--- src/rtl/score_7seg_pkg.sv ---
// rtl/score_7seg_pkg.sv - shared types and segment constants for the score display
package score_7seg_pkg;

    typedef enum logic [1:0] {
        ST_IDLE   = 2'd0,
        ST_CONV   = 2'd1,
        ST_COMMIT = 2'd2
    } state_t;

    localparam int BCD_DIGITS = 10;
    localparam int BIN_WIDTH  = 32;

    // active-low, bit0 = a .. bit6 = g
    localparam logic [6:0] SEG_0     = 7'h40;
    localparam logic [6:0] SEG_1     = 7'h79;
    localparam logic [6:0] SEG_2     = 7'h24;
    localparam logic [6:0] SEG_3     = 7'h30;
    localparam logic [6:0] SEG_4     = 7'h19;
    localparam logic [6:0] SEG_5     = 7'h12;
    localparam logic [6:0] SEG_6     = 7'h02;
    localparam logic [6:0] SEG_7     = 7'h78;
    localparam logic [6:0] SEG_8     = 7'h00;
    localparam logic [6:0] SEG_9     = 7'h10;
    localparam logic [6:0] SEG_DASH  = 7'h3F;
    localparam logic [6:0] SEG_BLANK = 7'h7F;

    function automatic logic [6:0] seg_digit(input logic [3:0] d);
        logic [6:0] s;
        case (d)
            4'd0:    s = SEG_0;
            4'd1:    s = SEG_1;
            4'd2:    s = SEG_2;
            4'd3:    s = SEG_3;
            4'd4:    s = SEG_4;
            4'd5:    s = SEG_5;
            4'd6:    s = SEG_6;
            4'd7:    s = SEG_7;
            4'd8:    s = SEG_8;
            4'd9:    s = SEG_9;
            default: s = SEG_BLANK;
        endcase
        return s;
    endfunction

endpackage

--- src/rtl/m_score_7seg_bin2bcd.sv ---
// rtl/m_score_7seg_bin2bcd.sv - sequential 32-bit double-dabble, one bit per cycle
module m_bin2bcd_seq
    import score_7seg_pkg::*;
(
    input  logic                      clk,
    input  logic                      rst_n,
    input  logic                      start,
    input  logic [BIN_WIDTH-1:0]      bin,
    output logic                      busy,
    output logic                      done,
    output logic [BCD_DIGITS*4-1:0]   bcd
);

    logic [BIN_WIDTH-1:0]    bin_q;
    logic [BCD_DIGITS*4-1:0] bcd_q;
    logic [BCD_DIGITS*4-1:0] adj;
    logic [4:0]              cnt;
    logic                    busy_q;

    always_comb begin
        adj = bcd_q;
        for (int i = 0; i < BCD_DIGITS; i++) begin
            if (bcd_q[i*4 +: 4] >= 4'd5) begin
                adj[i*4 +: 4] = bcd_q[i*4 +: 4] + 4'd3;
            end
        end
    end

    always_ff @(posedge clk or negedge rst_n) begin
        if (!rst_n) begin
            bin_q  <= '0;
            bcd_q  <= '0;
            cnt    <= '0;
            busy_q <= 1'b0;
        end else if (start && !busy_q) begin
            bin_q  <= bin;
            bcd_q  <= '0;
            cnt    <= '0;
            busy_q <= 1'b1;
        end else if (busy_q) begin
            {bcd_q, bin_q} <= {adj[BCD_DIGITS*4-2:0], bin_q, 1'b0};
            cnt            <= cnt + 5'd1;
            if (cnt == 5'(BIN_WIDTH - 1)) begin
                busy_q <= 1'b0;
            end
        end
    end

    // High during the cycle of the final shift; bcd holds the result on the next cycle.
    assign done = busy_q && (cnt == 5'(BIN_WIDTH - 1));
    assign busy = busy_q;
    assign bcd  = bcd_q;

endmodule

--- src/rtl/m_score_7seg.sv ---
// rtl/m_score_7seg.sv - signed score to BCD, formatting and multiplexed 7-segment scan
module m_score_7seg
    import score_7seg_pkg::*;
#(
    parameter int SCAN_DIV   = 40000,
    parameter int NUM_DIGITS = 8
) (
    input  logic                  clk,
    input  logic                  w_rst_n,
    input  logic [31:0]           i_score,
    input  logic                  i_valid,
    output logic                  o_busy,
    output logic                  o_done,
    output logic [6:0]            o_sg,
    output logic [NUM_DIGITS-1:0] o_an
);

    localparam int PW = (SCAN_DIV > 1) ? $clog2(SCAN_DIV) : 1;
    localparam int IW = $clog2(NUM_DIGITS);

    state_t state, state_next;

    logic                         sign_q;
    logic                         accept;
    logic [BIN_WIDTH-1:0]         mag;
    logic                         conv_busy;
    logic                         conv_done;
    logic [BCD_DIGITS*4-1:0]      bcd;
    logic [NUM_DIGITS-1:0][6:0]   disp_q;
    logic [NUM_DIGITS-1:0][6:0]   disp_next;
    logic [IW-1:0]                msd;
    logic                         ovf;
    logic [PW-1:0]                presc;
    logic [IW-1:0]                idx;

    assign accept = i_valid && (state == ST_IDLE) && !conv_busy;
    assign mag    = i_score[31] ? (~i_score + 32'd1) : i_score;
    assign o_busy = (state != ST_IDLE);

    m_bin2bcd_seq u_bin2bcd (
        .clk   (clk),
        .rst_n (w_rst_n),
        .start (accept),
        .bin   (mag),
        .busy  (conv_busy),
        .done  (conv_done),
        .bcd   (bcd)
    );

    always_ff @(posedge clk or negedge w_rst_n) begin
        if (!w_rst_n) begin
            state <= ST_IDLE;
        end else begin
            state <= state_next;
        end
    end

    always_comb begin
        state_next = state;
        case (state)
            ST_IDLE:   if (accept)    state_next = ST_CONV;
            ST_CONV:   if (conv_done) state_next = ST_COMMIT;
            ST_COMMIT: state_next = ST_IDLE;
            default:   state_next = ST_IDLE;
        endcase
    end

    // Formatting: overflow dashes, leading-zero blanking, minus sign left of the top digit.
    always_comb begin
        msd = '0;
        for (int k = 0; k < NUM_DIGITS; k++) begin
            if (bcd[k*4 +: 4] != 4'd0) msd = IW'(k);
        end
        ovf = sign_q ? (bcd[BCD_DIGITS*4-1:28] != '0) : (bcd[BCD_DIGITS*4-1:32] != '0);
        disp_next = '0;
        for (int k = 0; k < NUM_DIGITS; k++) begin
            if (ovf) begin
                disp_next[k] = SEG_DASH;
            end else if (k <= int'(msd)) begin
                disp_next[k] = seg_digit(bcd[k*4 +: 4]);
            end else if (sign_q && (k == int'(msd) + 1)) begin
                disp_next[k] = SEG_DASH;
            end else begin
                disp_next[k] = SEG_BLANK;
            end
        end
    end

    always_ff @(posedge clk or negedge w_rst_n) begin
        if (!w_rst_n) begin
            sign_q <= 1'b0;
            o_done <= 1'b0;
            disp_q <= {{(NUM_DIGITS-1){SEG_BLANK}}, SEG_0};
        end else begin
            if (accept) begin
                sign_q <= i_score[31];
            end
            o_done <= (state == ST_COMMIT);
            if (state == ST_COMMIT) begin
                disp_q <= disp_next;
            end
        end
    end

    always_ff @(posedge clk or negedge w_rst_n) begin
        if (!w_rst_n) begin
            presc <= '0;
            idx   <= '0;
            o_an  <= '1;
            o_sg  <= SEG_BLANK;
        end else begin
            if (presc == PW'(SCAN_DIV - 1)) begin
                presc <= '0;
                idx   <= (idx == IW'(NUM_DIGITS - 1)) ? '0 : idx + 1'b1;
            end else begin
                presc <= presc + 1'b1;
            end
            o_an <= ~(NUM_DIGITS'(1) << idx);
            o_sg <= disp_q[idx];
        end
    end

endmodule

--- config.mk ---
export PLATFORM = sky130hd
export DESIGN_NAME = m_score_7seg
export DESIGN_NICKNAME = d
export VERILOG_FILES = /design/src/rtl/score_7seg_pkg.sv /design/src/rtl/m_score_7seg_bin2bcd.sv /design/src/rtl/m_score_7seg.sv
export SDC_FILE = /design/constraint.sdc
export NUM_CORES = 1
export LEC_CHECK = 0
export ABC_CLOCK_PERIOD_IN_PS = 3900
export CORE_MARGIN = 4
export CORE_UTILIZATION = 60
export CTS_CLUSTER_DIAMETER = 100
export DETAILED_ROUTE_END_ITERATION = 7
export PLACE_DENSITY = 0.9
export SYNTH_ARGS = -nofsm -noshare
export SYNTH_HDL_FRONTEND = slang
export SYNTH_SLANG_ARGS = --single-unit
export TNS_END_PERCENT = 30
--- constraint.sdc ---
create_clock -name clk -period 3.9 [get_ports clk]
set_clock_uncertainty 0.1 [all_clocks]
set_input_delay 0.585 -clock clk [delete_from_list [all_inputs] [get_ports clk]]
set_output_delay 0.585 -clock clk [all_outputs]
set_load 0.02 [all_outputs]
==> reports/qor.csv, run 1 <==
metric;value;unit
worst path arrival time;3.48;ns
multi-input logic area;0.00553;mm2
Site Rows;47;
GRT Util Overall;0.252;
max-slew violation count;0;
yosys warns;0;
DIE WIDTH;139;um
fraction of layout cells with a size suffix above 1;0.126;
Remaining Overflow, GRT;0;
worst min path class;in2async;
placed cell areas;0.0110;mm2
Synth Area per Inst;9.10;um2
Highest Clock Rate;311;MHz
H-tree depth;4;
Post-synth EDFFs;0;
Starting Density;0.618;
CP Max Fanout;6;
Worst Tran Pin Value;1.02;ns
Post-CTS Hold Buffers;0;
setup TNS;0;ns
antenna violations before repair;0;
Clock Tree Buf Depth;2;
r2r setup slk;0.69;ns
Resized cells post-CTS;0;
top_reg_cell synth;dfrtp_1;
min cycle time layout;3.21;ns
first-pass GRT wire length;40700;um
drt total wl;23900;um
fin area;0.0115;mm2
# fillers;1233;
crit-path leading delay family;simple AND/OR/NAND/NOR gates;
Skew-Pair Late Insertion Delay;0.44;ns
cell breakdown of the critical path;inv_1 > ha_1 > nor3b_1 > nand2_1 > a21oi_1 > a21oi_1 > ha_1 > nand3_1 > or4b_1 > a22o_1;
TritonCTS clock tree;done;
DR vias/cell;6.22;
final hold violation count;0;
Synth cell types;69;
Final HPWL DP;16200;um
slowest CP cell;or4b_1;
Placer Congestion;0.919;
Storage cell area;0.00439;mm2
Yosys reg bits;172;
most frequent cells in the layout;nand2_1, o21ai_0, dfrtp_1, a21oi_1, nor2_1;
Die ar.;0.0194;mm2
CP startpoint kind;flop;
RSZ-0062 raised after global routing;false;
commonest non-fill, non-tap cell in the layout;nand2_1;
Worst-path clk slew;0.07;ns
ant diodes;0;
CP Data Required Time;4.17;ns
Leak;4.84;nW
Syn Inst Count;1138;
Power, Total;0.00741;W
Pre-Repair DR Iteration Count;5;
CP peak stage delay;0.49;ns
crit share post-route;0.824;
Post-synth ARST share;1.00;
nets@finish;1245;
Die Y-Extent;139;um
postcts setup bufs;0;
Pwr Density;643;mW/mm2
CTS Root Cell;clkbuf_16;
Routed Antenna Nets;0;
Mapped Area;0.0104;mm2
IO Pins;52;
WP buf/inv;1;
MaxCap Viol Count;0;
I/O Buffers;51;
CP Capture Type;flop;
sequential-to-total area share from yosys stat;0.423;
drt wl/cell;17.2;um
max_slew headroom;0.320;
Final setup viols;0;
Syn Nets;1230;
CTS Buf Count;17;
stages on the worst setup path;10;
vias in the first global route;8248;
r2r worst-path depth;10;
drt drc;0;
status;complete, no violations;
Worst IR Drop VDD;0.000453;V
pin count of the biggest net entering global routing;78;
routed via count;8619;
Core Area;0.0168;mm2
Worst Path Class, Setup;reg2reg;
DRT iter0 DRCs;685;
CTS sink cnt;172;
Area Overhead vs Synth;11.3;%
Layout Utilization;0.688;
metrics by stage:
step | setup slack, ns | cells | hold WS [ns]
after global placement | 0.855 | 1354 | 0.348
final | 0.687 | 1386 | 0.0671
after global routing | 0.476 | 1386 | 0.117
after CTS | 0.765 | 1386 | 0.0860
after detailed placement | 0.757 | 1354 | 0.349
after floorplan | 1.03 | 1138 | 0.189
area by class of cell:
cell class                      instances  share of cell area
Multi-Input combinational cell        850               0.480
Timing Repair Buffer                   61              0.0520
Clock buffer                           20              0.0396
Tap cell                              220              0.0239
Inverter                               51              0.0166
Clock inverter                         12             0.00771
Sequential cell                       172               0.381
worst paths after layout:
kind,start,end
setup / recovery,u_bin2bcd.bcd[8]$_DFFE_PN0P_,disp_q[55]$_DFFE_PN1P_
hold / removal,w_rst_n,u_bin2bcd.bcd[23]$_DFFE_PN0P_
setup reg to reg,u_bin2bcd.bcd[8]$_DFFE_PN0P_,disp_q[55]$_DFFE_PN1P_
hold reg to reg,disp_q[41]$_DFFE_PN1P_,disp_q[41]$_DFFE_PN1P_
max in group asynchronous,w_rst_n,disp_q[24]$_DFFE_PN1P_
min in group clk,disp_q[41]$_DFFE_PN1P_,disp_q[41]$_DFFE_PN1P_
synthesized netlist by cell type (all sizes together), types with 2 or more instances:
cell    instances  area, um2
nor4           10       92.6
or3             8       57.6
o31ai          15        113
buf             7       35.0
a21o            5       37.5
or4b            3       30.0
dfrtp         107       2680
o221ai          7       61.3
a21oi          96        480
and4            2       20.0
nor3           12       65.1
a211oi          3       27.5
nand3          22        110
ha             57        713
nor2           88        330
mux2i          14        140
o21ai         113        566
o211ai          6       45.0
clkbuf         58        218
o22a           15        131
dfstp          65       1710
o41ai           7       80.1
inv            50        188
o21a            6       45.0
xor2           21        184
o22ai          15       93.8
a31oi          10       62.6
nor2b           5       31.3
or3b            4       35.0
nand2b         28        175
a22o           19        166
mux4           14        315
nor3b          14        138
and2            4       25.0
xnor2          28        245
or4             3       26.3
nand2         152        571
and3           19        119
nor4b           2       17.5
nand4          12       81.3
power by group:
part / switching, W / leakage, nW / internal (W)
Combinational: 0.00179 / 2.53 / 0.00128
Sequential: 0.000609 / 2.05 / 0.00214
Clock: 0.000747 / 0.260 / 0.000853
Total: 0.00314 / 4.84 / 0.00427
cell families (layout without fill, tap and decap cells):
| family | count (synthesis) | in the layout | share of synthesized area |
|---|---|---|---|
| AND/OR/NAND/NOR | 390 | 390 | 0.187 |
| buffers and inverters | 116 | 144 | 0.0429 |
| multiplexers | 28 | 28 | 0.0440 |
| flip-flops | 172 | 172 | 0.423 |
| adder cells (fa/ha/maj) | 57 | 57 | 0.0689 |
| XOR/XNOR | 49 | 49 | 0.0414 |
| AO/OA/AOI/OAI | 326 | 326 | 0.192 |
flip-flops by register name, indices dropped and copies added, names as in the netlist:
register / cells
o_done: 1
presc: 16
o_an: 8
sign_q: 1
o_sg: 7
disp_q: 56
u_bin2bcd.cnt: 5
idx: 3
u_bin2bcd.busy: 1
u_bin2bcd.bin_q: 32
u_bin2bcd.bcd: 40
state: 2
metal layers:
metal	track usage	routed length, um	up-vias
met3	0.0412	1540	46
li1	-	-	4064
met1	0.348	10300	4140
met2	0.412	11600	369
met4	0.0762	401	0
met5	0	0	-
(Power assumes the default switching activity.)
==> run 2: changes to the inputs <==
--- a/config.mk
+++ b/config.mk
@@ -5,12 +5,12 @@
 export SDC_FILE = /design/constraint.sdc
 export NUM_CORES = 1
 export LEC_CHECK = 0
-export ABC_CLOCK_PERIOD_IN_PS = 3900
+export ABC_CLOCK_PERIOD_IN_PS = 2700
 export CORE_MARGIN = 4
-export CORE_UTILIZATION = 60
+export CORE_UTILIZATION = 55
 export CTS_CLUSTER_DIAMETER = 100
 export DETAILED_ROUTE_END_ITERATION = 7
-export PLACE_DENSITY = 0.9
+export PLACE_DENSITY = 0.87
 export SYNTH_ARGS = -nofsm -noshare
 export SYNTH_HDL_FRONTEND = slang
 export SYNTH_SLANG_ARGS = --single-unit
==> constraint.sdc (replaced) <==
create_clock -name clk -period 2.7 [get_ports clk]
set_clock_uncertainty 0.1 [all_clocks]
set_input_delay 0.405 -clock clk [delete_from_list [all_inputs] [get_ports clk]]
set_output_delay 0.405 -clock clk [all_outputs]
set_load 0.02 [all_outputs]
==> run 2 against run 1 <==
Net effect: the run now ends with setup timing left; worst setup slack got worse by 0.74 ns; total power rose by 59%; routed wire length rose by 9.4%; utilization fell by 1.6 points; via count rose by 4.6%; sequential share of layout area fell by 2.3 points; first-iteration DRC count rose by 0.29%; fmax rose by 17%; die area rose by 8.6%; sequential cell count did not move; design area rose by 6.5%; clock-buffer cell count fell by 3; largest cell class unchanged; highest routed layer unchanged.
==> reports/qor.csv, run 2 (synthesis gave the netlist of run 1 again) <==
metric;value;unit;change
fraction of layout cells with a size suffix above 1;0.194;;was 0.126
H-tree depth;4;;unchanged
IO Pins;52;;unchanged
TritonCTS clock tree;done;;unchanged
Die ar.;0.0211;mm2;was 0.0194 mm2
failing checks;setup timing;;
max_slew headroom;0.131;;was 0.320
Most flops, register;disp_q;;unchanged
Worst Tran Pin Value;1.30;ns;was 1.02 ns
Remaining Overflow, GRT;0;;unchanged
Worst-path clk slew;0.08;ns;was 0.07 ns
Starting Density;0.567;;was 0.618
drt drc;0;;unchanged
GRT Util Overall;0.247;;was 0.252
Final HPWL DP;18100;um;was 16,200 um
CP Max Fanout;3;;was 6
I/O Buffers;51;;unchanged
Core Area;0.0183;mm2;was 0.0168 mm2
hold endpoint;presc[4]$_DFF_PN0_;;
nets@finish;1324;;was 1,245
placed cell areas;0.0116;mm2;was 0.0110 mm2
Routed Antenna Nets;0;;unchanged
most frequent cells in the layout;nand2_1, o21ai_0, dfrtp_1, a21oi_1, nor2_1;;unchanged
Pwr Density;963;mW/mm2;was 643 mW/mm2
worst r2r src;u_bin2bcd.bcd[9]$_DFFE_PN0P_;;was u_bin2bcd.bcd[8]$_DFFE_PN0P_
Die Y-Extent;145;um;was 139 um
r2r endpoint;disp_q[55]$_DFFE_PN1P_;;unchanged
Layout Utilization;0.672;;was 0.688
met3 WL;1670;um;was 1540 um
worst min path class;reg2reg;;was in2async
Pre-Repair DR Iteration Count;5;;unchanged
Skew-Pair Late Insertion Delay;0.44;ns;about the same
Highest Clock Rate;364;MHz;was 311 MHz
drt total wl;26100;um;was 23,900 um
min cycle time layout;2.75;ns;was 3.21 ns
Leak;5.25;nW;was 4.84 nW
Worst Path Class, Setup;reg2reg;;unchanged
first-pass GRT wire length;43500;um;was 40,700 um
Site Rows;49;;was 47
DIE WIDTH;145;um;was 139 um
max-slew violation count;0;;unchanged
vias in the first global route;8930;;was 8,248
max layer used;met4;;unchanged
drt wl/cell;17.7;um;was 17.2 um
hold depth;1;;
met1 wire length;10900;um;was 10,300 um
Setup WS post-layout;-0.0485;ns;was 0.687 ns
MaxCap Viol Count;0;;unchanged
Final setup viols;1;;was 0
CP Capture Type;flop;;unchanged
ant diodes;0;;unchanged
RSZ-0062 raised after global routing;true;;was false
CTS sink cnt;172;;unchanged
worst hold start;presc[4]$_DFF_PN0_;;
routed via count;9012;;was 8,619
Setup WS pre-CTS;-0.0462;ns;was 0.757 ns
CP Data Required Time;2.97;ns;was 4.17 ns
fin area;0.0123;mm2;was 0.0115 mm2
pin count of the biggest net entering global routing;78;;unchanged
commonest non-fill, non-tap cell in the layout;nand2_1;;unchanged
DR vias/cell;6.11;;was 6.22
Largest register FFs;56;;unchanged
CTS Root Cell;clkbuf_16;;unchanged
CTS Buf Count;17;;unchanged
met2 WL;12700;um;was 11,600 um
worst path arrival time;3.02;ns;was 3.48 ns
antenna violations before repair;0;;unchanged
Clock Tree Buf Depth;2;;unchanged
r2r setup slk;-0.05;ns;was 0.69 ns
DRT iter0 DRCs;687;;was 685
Area Overhead vs Synth;18.5;%;was 11.3%
Worst IR Drop VDD;0.000725;V;was 0.000453 V
crit share post-route;1.02;;was 0.824
status;finished, violations left;;was complete, no violations
r2r worst-path depth;10;;unchanged
Placer Congestion;0.912;;was 0.919
final hold violation count;0;;unchanged
CP startpoint kind;flop;;unchanged
-- run 2: cell types whose count changed in the layout (fill, tap and decap cells not counted), moves of 2 or more --
cell       delta
bufinv_16     +2
nor3b_4       +2
nand2_2       +2
inv_8         +3
inv_1         -2
clkbuf_8      -2
inv_2         +2
nor3b_1       -3
buf_4        +77
clkinv_2      -3
ha_1          -5
ha_2          +4
nand2_1       -2
-- run 2: area by class of cell --
type / instances / area, um2
Fill cell: 1349 / 6000
Multi-Input combinational cell: 850 / 5600
Sequential cell: 172 / 4390
Timing Repair Buffer: 140 / 1210
Clock buffer: 17 / 425
Tap cell: 229 / 287
Inverter: 51 / 191
Clock inverter: 15 / 176
-- run 2: power breakdown --
group	internal, W	leakage [nW]	switching, W	total, W
logic	0.00239	2.92	0.00334	0.00573
registers	0.00309	2.05	0.000447	0.00354
clock network	0.00140	0.283	0.00115	0.00255
-- run 2: metrics by stage --
stage / hold slack (ns) / setup TNS [ns] / instances / power (W)
final: 0.371 / -0.0485 / 1474 / 0.0118
after global routing: 0.385 / -0.392 / 1474 / 0.0127
after CTS: 0.374 / 0 / 1467 / 0.0116
after detailed placement: 0.355 / -0.0462 / 1433 / 0.00900
after global placement: 0.351 / 0 / 1433 / 0.00875
after floorplan: 0.00941 / -0.0203 / 1138 / 0.00727
-- run 2: metal layers --
layer	track usage	up-vias
li1	-	4212
met1	0.319	4367
met2	0.409	362
met3	0.0465	71
met4	0.103	0
met5	0	-
-- run 2: repair_timing --
action                                 CTS  global route
gates cloned                             0             0
pin swaps                                0             7
buffers inserted                         1             7
hold buffers                             1             0
endpoints found under the hold margin   39             0
setup endpoints to repair                1             4
gates resized for setup                  0             7
-- run 2: worst max path at each step --
stage | start | endpoint | slack, ns
after floorplan | u_bin2bcd.bcd[9]$_DFFE_PN0P_ | disp_q[55]$_DFFE_PN1P_ | -0.02
after global placement | u_bin2bcd.bcd[17]$_DFFE_PN0P_ | disp_q[20]$_DFFE_PN1P_ | 0.1
after detailed placement | i_score[6] | u_bin2bcd.bin_q[21]$_DFFE_PN0P_ | -0.05
after CTS | u_bin2bcd.bcd[9]$_DFFE_PN0P_ | disp_q[55]$_DFFE_PN1P_ | 0.008
after global routing | u_bin2bcd.bcd[9]$_DFFE_PN0P_ | disp_q[55]$_DFFE_PN1P_ | -0.15
final | u_bin2bcd.bcd[9]$_DFFE_PN0P_ | disp_q[55]$_DFFE_PN1P_ | -0.05
-- run 2: worst max-delay path, stage by stage (launching register included) --
cell      delay, ns
dfrtp_1        0.39
inv_2          0.10
ha_4           0.13
or3b_4         0.38
o211ai_1       0.22
nand3_1        0.14
a21oi_1        0.20
ha_1           0.22
nand3_2        0.10
or4b_1         0.49
a22o_1         0.20
